### src/rtl/alu_share_arbiter.sv
// Round-robin arbiter sharing one registered 8-bit ALU among NUM_REQ requesters.
// Optional macro ALU_SHARE_ARB_PRIO_EN makes requester 0 a fixed high-priority requester.
module alu_share_arbiter #(
    parameter int unsigned NUM_REQ     = 4,
    parameter int unsigned ALU_LATENCY = 2
) (
    input  logic                   clock,
    input  logic                   reset,
    input  logic [NUM_REQ-1:0]     req_valid,
    output logic [NUM_REQ-1:0]     req_ready,
    input  logic [8*NUM_REQ-1:0]   req_a,
    input  logic [8*NUM_REQ-1:0]   req_b,
    input  logic [4*NUM_REQ-1:0]   req_op,
    output logic [7:0]             alu_a,
    output logic [7:0]             alu_b,
    output logic [3:0]             alu_sel,
    input  logic [7:0]             alu_out,
    input  logic                   alu_carry,
    output logic                   rsp_valid,
    input  logic                   rsp_ready,
    output logic [2:0]             rsp_id,
    output logic [7:0]             rsp_data,
    output logic                   rsp_carry,
    output logic                   rsp_err,
    output logic                   busy
);
    localparam int unsigned DW = 8;
    localparam int unsigned OW = 4;
    localparam int unsigned IW = 3;
    localparam int unsigned CW = 3;
    localparam int unsigned MAXREQ = 8;

    typedef enum logic [1:0] {IDLE, ISSUE, WAIT, RESPOND} state_t;

    state_t          state_q, state_d;
    logic [IW-1:0]   ptr_q, ptr_d;
    logic [IW-1:0]   gid_q, gid_d;
    logic [CW-1:0]   cnt_q, cnt_d;
    logic [DW-1:0]   alu_a_q, alu_a_d;
    logic [DW-1:0]   alu_b_q, alu_b_d;
    logic [OW-1:0]   alu_sel_q, alu_sel_d;
    logic            rsp_valid_q, rsp_valid_d;
    logic [IW-1:0]   rsp_id_q, rsp_id_d;
    logic [DW-1:0]   rsp_data_q, rsp_data_d;
    logic            rsp_carry_q, rsp_carry_d;
    logic            rsp_err_q, rsp_err_d;
    logic            busy_q, busy_d;

    logic [MAXREQ-1:0]    valid_ext;
    logic [MAXREQ*DW-1:0] a_ext;
    logic [MAXREQ*DW-1:0] b_ext;
    logic [MAXREQ*OW-1:0] op_ext;
    logic                 grant_found;
    logic [IW-1:0]        grant_idx;
    logic [DW-1:0]        grant_a;
    logic [DW-1:0]        grant_b;
    logic [OW-1:0]        grant_op;
    logic                 grant_err;
    logic [IW-1:0]        next_ptr;

    assign valid_ext = MAXREQ'(req_valid);
    assign a_ext     = (MAXREQ*DW)'(req_a);
    assign b_ext     = (MAXREQ*DW)'(req_b);
    assign op_ext    = (MAXREQ*OW)'(req_op);

    // Winner search: pointer first, then upward with wrap
    always_comb begin
        logic [IW-1:0] idx;
        grant_found = 1'b0;
        grant_idx   = '0;
        idx         = '0;
`ifdef ALU_SHARE_ARB_PRIO_EN
        if (req_valid[0]) begin
            grant_found = 1'b1;
        end
`endif
        for (int unsigned i = 0; i < NUM_REQ; i++) begin
            idx = IW'((32'(ptr_q) + i) % NUM_REQ);
            if (!grant_found && valid_ext[idx]) begin
                grant_found = 1'b1;
                grant_idx   = idx;
            end
        end
    end

    assign grant_a   = a_ext[{grant_idx, 3'b000} +: DW];
    assign grant_b   = b_ext[{grant_idx, 3'b000} +: DW];
    assign grant_op  = op_ext[{grant_idx, 2'b00} +: OW];
    assign grant_err = (grant_op > 4'd8) || (grant_op == 4'd3 && grant_b == '0);
    assign next_ptr  = (gid_q == IW'(NUM_REQ - 1)) ? '0 : gid_q + IW'(1);

    // Next-state, handshake and datapath control
    always_comb begin
        state_d     = state_q;
        ptr_d       = ptr_q;
        gid_d       = gid_q;
        cnt_d       = cnt_q;
        alu_a_d     = alu_a_q;
        alu_b_d     = alu_b_q;
        alu_sel_d   = alu_sel_q;
        rsp_valid_d = rsp_valid_q;
        rsp_id_d    = rsp_id_q;
        rsp_data_d  = rsp_data_q;
        rsp_carry_d = rsp_carry_q;
        rsp_err_d   = rsp_err_q;
        req_ready   = '0;

        case (state_q)
            IDLE: begin
                if (grant_found) begin
                    req_ready = NUM_REQ'(1) << grant_idx;
                    gid_d     = grant_idx;
                    if (grant_err) begin
                        state_d     = RESPOND;
                        rsp_valid_d = 1'b1;
                        rsp_id_d    = grant_idx;
                        rsp_data_d  = '0;
                        rsp_carry_d = 1'b0;
                        rsp_err_d   = 1'b1;
                    end else begin
                        state_d   = ISSUE;
                        alu_a_d   = grant_a;
                        alu_b_d   = grant_b;
                        alu_sel_d = grant_op;
                    end
                end
            end
            ISSUE: begin
                state_d = WAIT;
                cnt_d   = CW'(ALU_LATENCY);
            end
            WAIT: begin
                if (cnt_q == CW'(1)) begin
                    state_d     = RESPOND;
                    rsp_valid_d = 1'b1;
                    rsp_id_d    = gid_q;
                    rsp_data_d  = alu_out;
                    rsp_carry_d = alu_carry;
                    rsp_err_d   = 1'b0;
                    alu_a_d     = '0;
                    alu_b_d     = '0;
                    alu_sel_d   = '0;
                end else begin
                    cnt_d = cnt_q - CW'(1);
                end
            end
            RESPOND: begin
                if (rsp_ready) begin
                    state_d     = IDLE;
                    rsp_valid_d = 1'b0;
                    rsp_id_d    = '0;
                    rsp_data_d  = '0;
                    rsp_carry_d = 1'b0;
                    rsp_err_d   = 1'b0;
`ifdef ALU_SHARE_ARB_PRIO_EN
                    if (gid_q != '0) begin
                        ptr_d = next_ptr;
                    end
`else
                    ptr_d = next_ptr;
`endif
                end
            end
            default: state_d = IDLE;
        endcase

        busy_d = (state_d != IDLE);
        // Accept is combinational, so gate it while reset holds the state
        if (reset) begin
            req_ready = '0;
        end
    end

    always_ff @(posedge clock or posedge reset) begin
        if (reset) begin
            state_q     <= IDLE;
            ptr_q       <= '0;
            gid_q       <= '0;
            cnt_q       <= '0;
            alu_a_q     <= '0;
            alu_b_q     <= '0;
            alu_sel_q   <= '0;
            rsp_valid_q <= 1'b0;
            rsp_id_q    <= '0;
            rsp_data_q  <= '0;
            rsp_carry_q <= 1'b0;
            rsp_err_q   <= 1'b0;
            busy_q      <= 1'b0;
        end else begin
            state_q     <= state_d;
            ptr_q       <= ptr_d;
            gid_q       <= gid_d;
            cnt_q       <= cnt_d;
            alu_a_q     <= alu_a_d;
            alu_b_q     <= alu_b_d;
            alu_sel_q   <= alu_sel_d;
            rsp_valid_q <= rsp_valid_d;
            rsp_id_q    <= rsp_id_d;
            rsp_data_q  <= rsp_data_d;
            rsp_carry_q <= rsp_carry_d;
            rsp_err_q   <= rsp_err_d;
            busy_q      <= busy_d;
        end
    end

    assign alu_a     = alu_a_q;
    assign alu_b     = alu_b_q;
    assign alu_sel   = alu_sel_q;
    assign rsp_valid = rsp_valid_q;
    assign rsp_id    = rsp_id_q;
    assign rsp_data  = rsp_data_q;
    assign rsp_carry = rsp_carry_q;
    assign rsp_err   = rsp_err_q;
    assign busy      = busy_q;

endmodule

### config.mk
export PLATFORM = sky130hd
export DESIGN_NAME = alu_share_arbiter
export DESIGN_NICKNAME = d
export VERILOG_FILES = /design/src/rtl/alu_share_arbiter.sv
export SDC_FILE = /design/constraint.sdc
export NUM_CORES = 1
export LEC_CHECK = 0
export ABC_AREA = 1
export BUFFER_PORTS_ARGS = -buffer_cell sky130_fd_sc_hd__buf_2
export CORE_UTILIZATION = 48
export DETAILED_ROUTE_END_ITERATION = 6
export PLACE_DENSITY = 0.81
export SYNTH_ARGS = -nofsm -noshare
export SYNTH_HDL_FRONTEND = slang
export SYNTH_SLANG_ARGS = --single-unit
export TNS_END_PERCENT = 1
### constraint.sdc
create_clock -name clock -period 2.8 [get_ports clock]
set_input_delay 0.56 -clock clock [delete_from_list [all_inputs] [get_ports clock]]
set_output_delay 0.56 -clock clock [all_outputs]
set_load 0.01 [all_outputs]
==> metrics <==
status completed; CP Data Arrival Time 2.16 ns; drt initial violations 266; initial antenna violation count 0; gr ovfl total 0; post-synthesis mux area share 0; vias in the first global route 2952; clock-pin transition on the worst setup and hold timing paths 0.08 ns; post-DR wirelength/cell 13.0 µm; P per Cell Area approximately 1500 nW/µm²; routability cong. 0.924; Final setup viols 0; share of layout cells above drive strength 1 0.324; syn_area_per_cell 6.58 µm²; post-route DRC violation count 0; final hold slack 0.471 ns; crit-path cells buf_4, nand2_1, nand3_1, nand2_1, inv_1, nand3_2, buf_6, nand2_1, inv_1, nand2_2, nor3_2, buf_2; DIE WIDTH ~81 µm; Yosys top cell area share 0.360; Hold/Removal Path Class input pin to asynchronous set/reset pin; syn nets 553; Area Growth Syn to Fin 33.9%; Antenna diodes 0; CORE AREA between 5000 and 6000 µm²; fin util 0.672; CP max-delay cell dfrtp_2; CP Max Fanout 14; final-report max-slew violation count 0; CTS tree built; Synth Register Bits 43; die area between 6000 and 7000 µm²; startpoint types flip-flop; Max Freq 368 MHz; H-tree level count 2; Pre-Repair DR Iteration Count 5; Reg2Reg Launch Point ptr_q[0]; Tot Pwr 5.98 mW; Seq/Total Area, Yosys 0.360; Max Buffers Root-to-Sink 2; clk_lat worst skew 0.30 ns; final net count around 700; Flop pwr share 0.175; max-cap viol count 0; row cnt 28; post-synth top area cell dfrtp_1; XOR/XNOR share of the synthesized area 0; Psw 3.14 mW; Cell variety after synth 28; slew of the pin with the lowest slew margin between 0.5 and 0.6 ns; Mapped Cells approximately 450; Cell Area, Synth 2990 µm²; worst relative slew slack 0.619; worst reg2reg path endpoint alu_b[2]; maximum VDD drop around 0.75 mV; die height 80.9 µm; synth top area cells dfrtp_1 36%, nand2_1 26%, nand3_1 5.4%; RSZ-0062 raised after global routing yes; Sw Ratio 0.525; Ys Warns 0; Synth Area in Adders 0.0126; Synth Area in Compound Gates 0.103; All-Layer GR Usage 0.255; Static Leak 2.37 nW; cells on worst reg2reg path 21; CP delay by family, top simple AND/OR/NAND/NOR gates; Starting Density 0.502; data required time at the worst endpoint between 2 and 2.5 ns; Root Buffer clkbuf_8; Post-Synth Simple-Gate Area 0.436; first-pass GRT wire length 13100 µm; via density per instance ~5.3; IO Count 135; crit-path max cell delay 0.45 ns; largest family of logic cells by synthesized area simple AND/OR/NAND/NOR gates; PortBufs 133; flop-to-flop setup slack 0.10 ns; Fin. Hold Viols 0; most frequent CP cell nand2_1; Worst setup EP type primary output; Internal 2.84 mW; min cycle time layout around 2.7 ns; WS Path Type flip-flop to primary output; post-DP HPWL 6490 µm; Gate power share 0.730; Hold Buf Count CTS 0; clk sinks 43; total CTS buffers 5; clock network power share 0.095; Routed Wire Length 8680 µm; largest net degree at the start of global routing 44; via count around 3600; clk_skew 0.00491 ns; DRT antenna net count 0; Tcrit/Tclk final 0.972; crit path buf inv count 5
[worst register-to-register path, delay by kind of cell (launching register included)]
| kind | cells | cell delay (ns) |
|---|---|---|
| and+or+nand+nor | 18 | 1.66 |
| buffers and inverters | 3 | 0.50 |
| DFF | 1 | 0.45 |
[state kept, by name, summed over array words and instances, names as in the netlist, 2 cells and up]
signal and count:
alu_sel 4, cnt_q 3, rsp_data 8, ptr_q 2, gid_q 2, state_q 2, rsp_id 2, alu_b 8
alu_a 8
[through the flow]
stage | TNS, ns | instance area [µm²] | std cells | worst slack (ns)
floorplan | 0 | 2990 | 454 | 0.200
global placement | 0 | 3730 | 656 | 0.0374
detailed placement | -1.22 | 3730 | 656 | -0.0666
CTS | -0.00358 | 3870 | 664 | -0.00358
global route | -1.59 | 4000 | 668 | -0.107
finish | 0 | 4000 | 668 | 0.0794
[logic make-up (layout without fill, tap and decap cells)]
family	after synthesis	after routing
adders and majority gates	3	3
other	1	1
and+or+nand+nor	304	304
AOI/OAI and AO/OA	50	50
DFF	43	43
buffers and inverters	53	192
[worst max-delay path by stage]
stage | from | end | slack, ns | depth (start not counted)
finish | ptr_q[0] | req_ready[3] | 0.08 | 12
global route | ptr_q[0] | alu_b[2] | -0.11 | 23
CTS | ptr_q[0] | req_ready[2] | -0.004 | 13
detailed placement | req_valid[3] | rsp_id[0] | -0.07 | 22
global placement | req_valid[3] | alu_b[4] | 0.04 | 23
floorplan | reset | req_ready[2] | 0.20 | 3
[cells in the final DEF, fill, tap and decap left out, types with 2 or more instances in the layout]
cell type / n
a21oi_1: 18
a22oi_1: 17
buf_12: 2
buf_2: 133
buf_4: 15
bufinv_16: 2
clkbuf_8: 5
dfrtp_1: 42
ha_1: 3
inv_1: 24
inv_2: 5
inv_4: 2
nand2_1: 202
nand2_2: 10
nand2_4: 2
nand3_1: 30
nand3_2: 5
nand4_1: 24
nor2_1: 24
nor2_4: 2
nor3_2: 2
o21ai_0: 9
o21ai_1: 2
[Yosys cell counts]
library cell	instances
a22oi_1	17
buf_2	6
inv_1	25
nand3_2	4
inv_4	1
nor2_1	24
clkinv_1	1
o211ai_1	1
o21bai_2	1
nor3_1	3
nand2_2	7
buf_6	5
o21ai_1	2
buf_1	2
nand4_1	24
dfrtp_1	43
o21ai_0	9
inv_2	5
nand3_1	32
a21oi_1	18
nand2_1	208
o21ai_2	1
clkbuf_1	4
conb_1	1
nor2_4	2
buf_4	4
o22ai_1	1
ha_1	3
[final cells by class]
class                           count  area [µm²]
Tap cell                           75        93.8
Clock buffer                        6        72.6
Sequential cell                    43        1080
Inverter                           32         125
Timing Repair Buffer              152         855
Fill cell                         538        1960
Clock inverter                      2        60.1
Multi-Input combinational cell    358        1720
[routing by layer]
metal / wire length [µm] / global-route usage / part of all wire
met1: 3930 / 0.375 / 0.45
met2: 4020 / 0.388 / 0.46
met3: 643 / 0.0360 / 0.074
met5: 0 / 0 / 0
met4: 87 / 0.0714 / 0.010
[timing repair]
item                                    in CTS  in global routing
endpoints found under the setup margin      36                 37
gates cloned                                 0                  1
setup buffers                                0                  3
resized for setup                            2                 21
pin swaps                                    0                  3
[power groups by stage]
stage / Clock, mW / Sequential, mW / Combinational [mW]
finish: 0.568 / 1.04 / 4.37
global route: 0.606 / 1.07 / 4.87
CTS: 0.573 / 1.05 / 4.01
detailed placement: 0 / 1.06 / 3.98
global placement: 0 / 1.05 / 3.88
floorplan: 0 / 1.08 / 2.99
(Power assumes the default switching activity.)
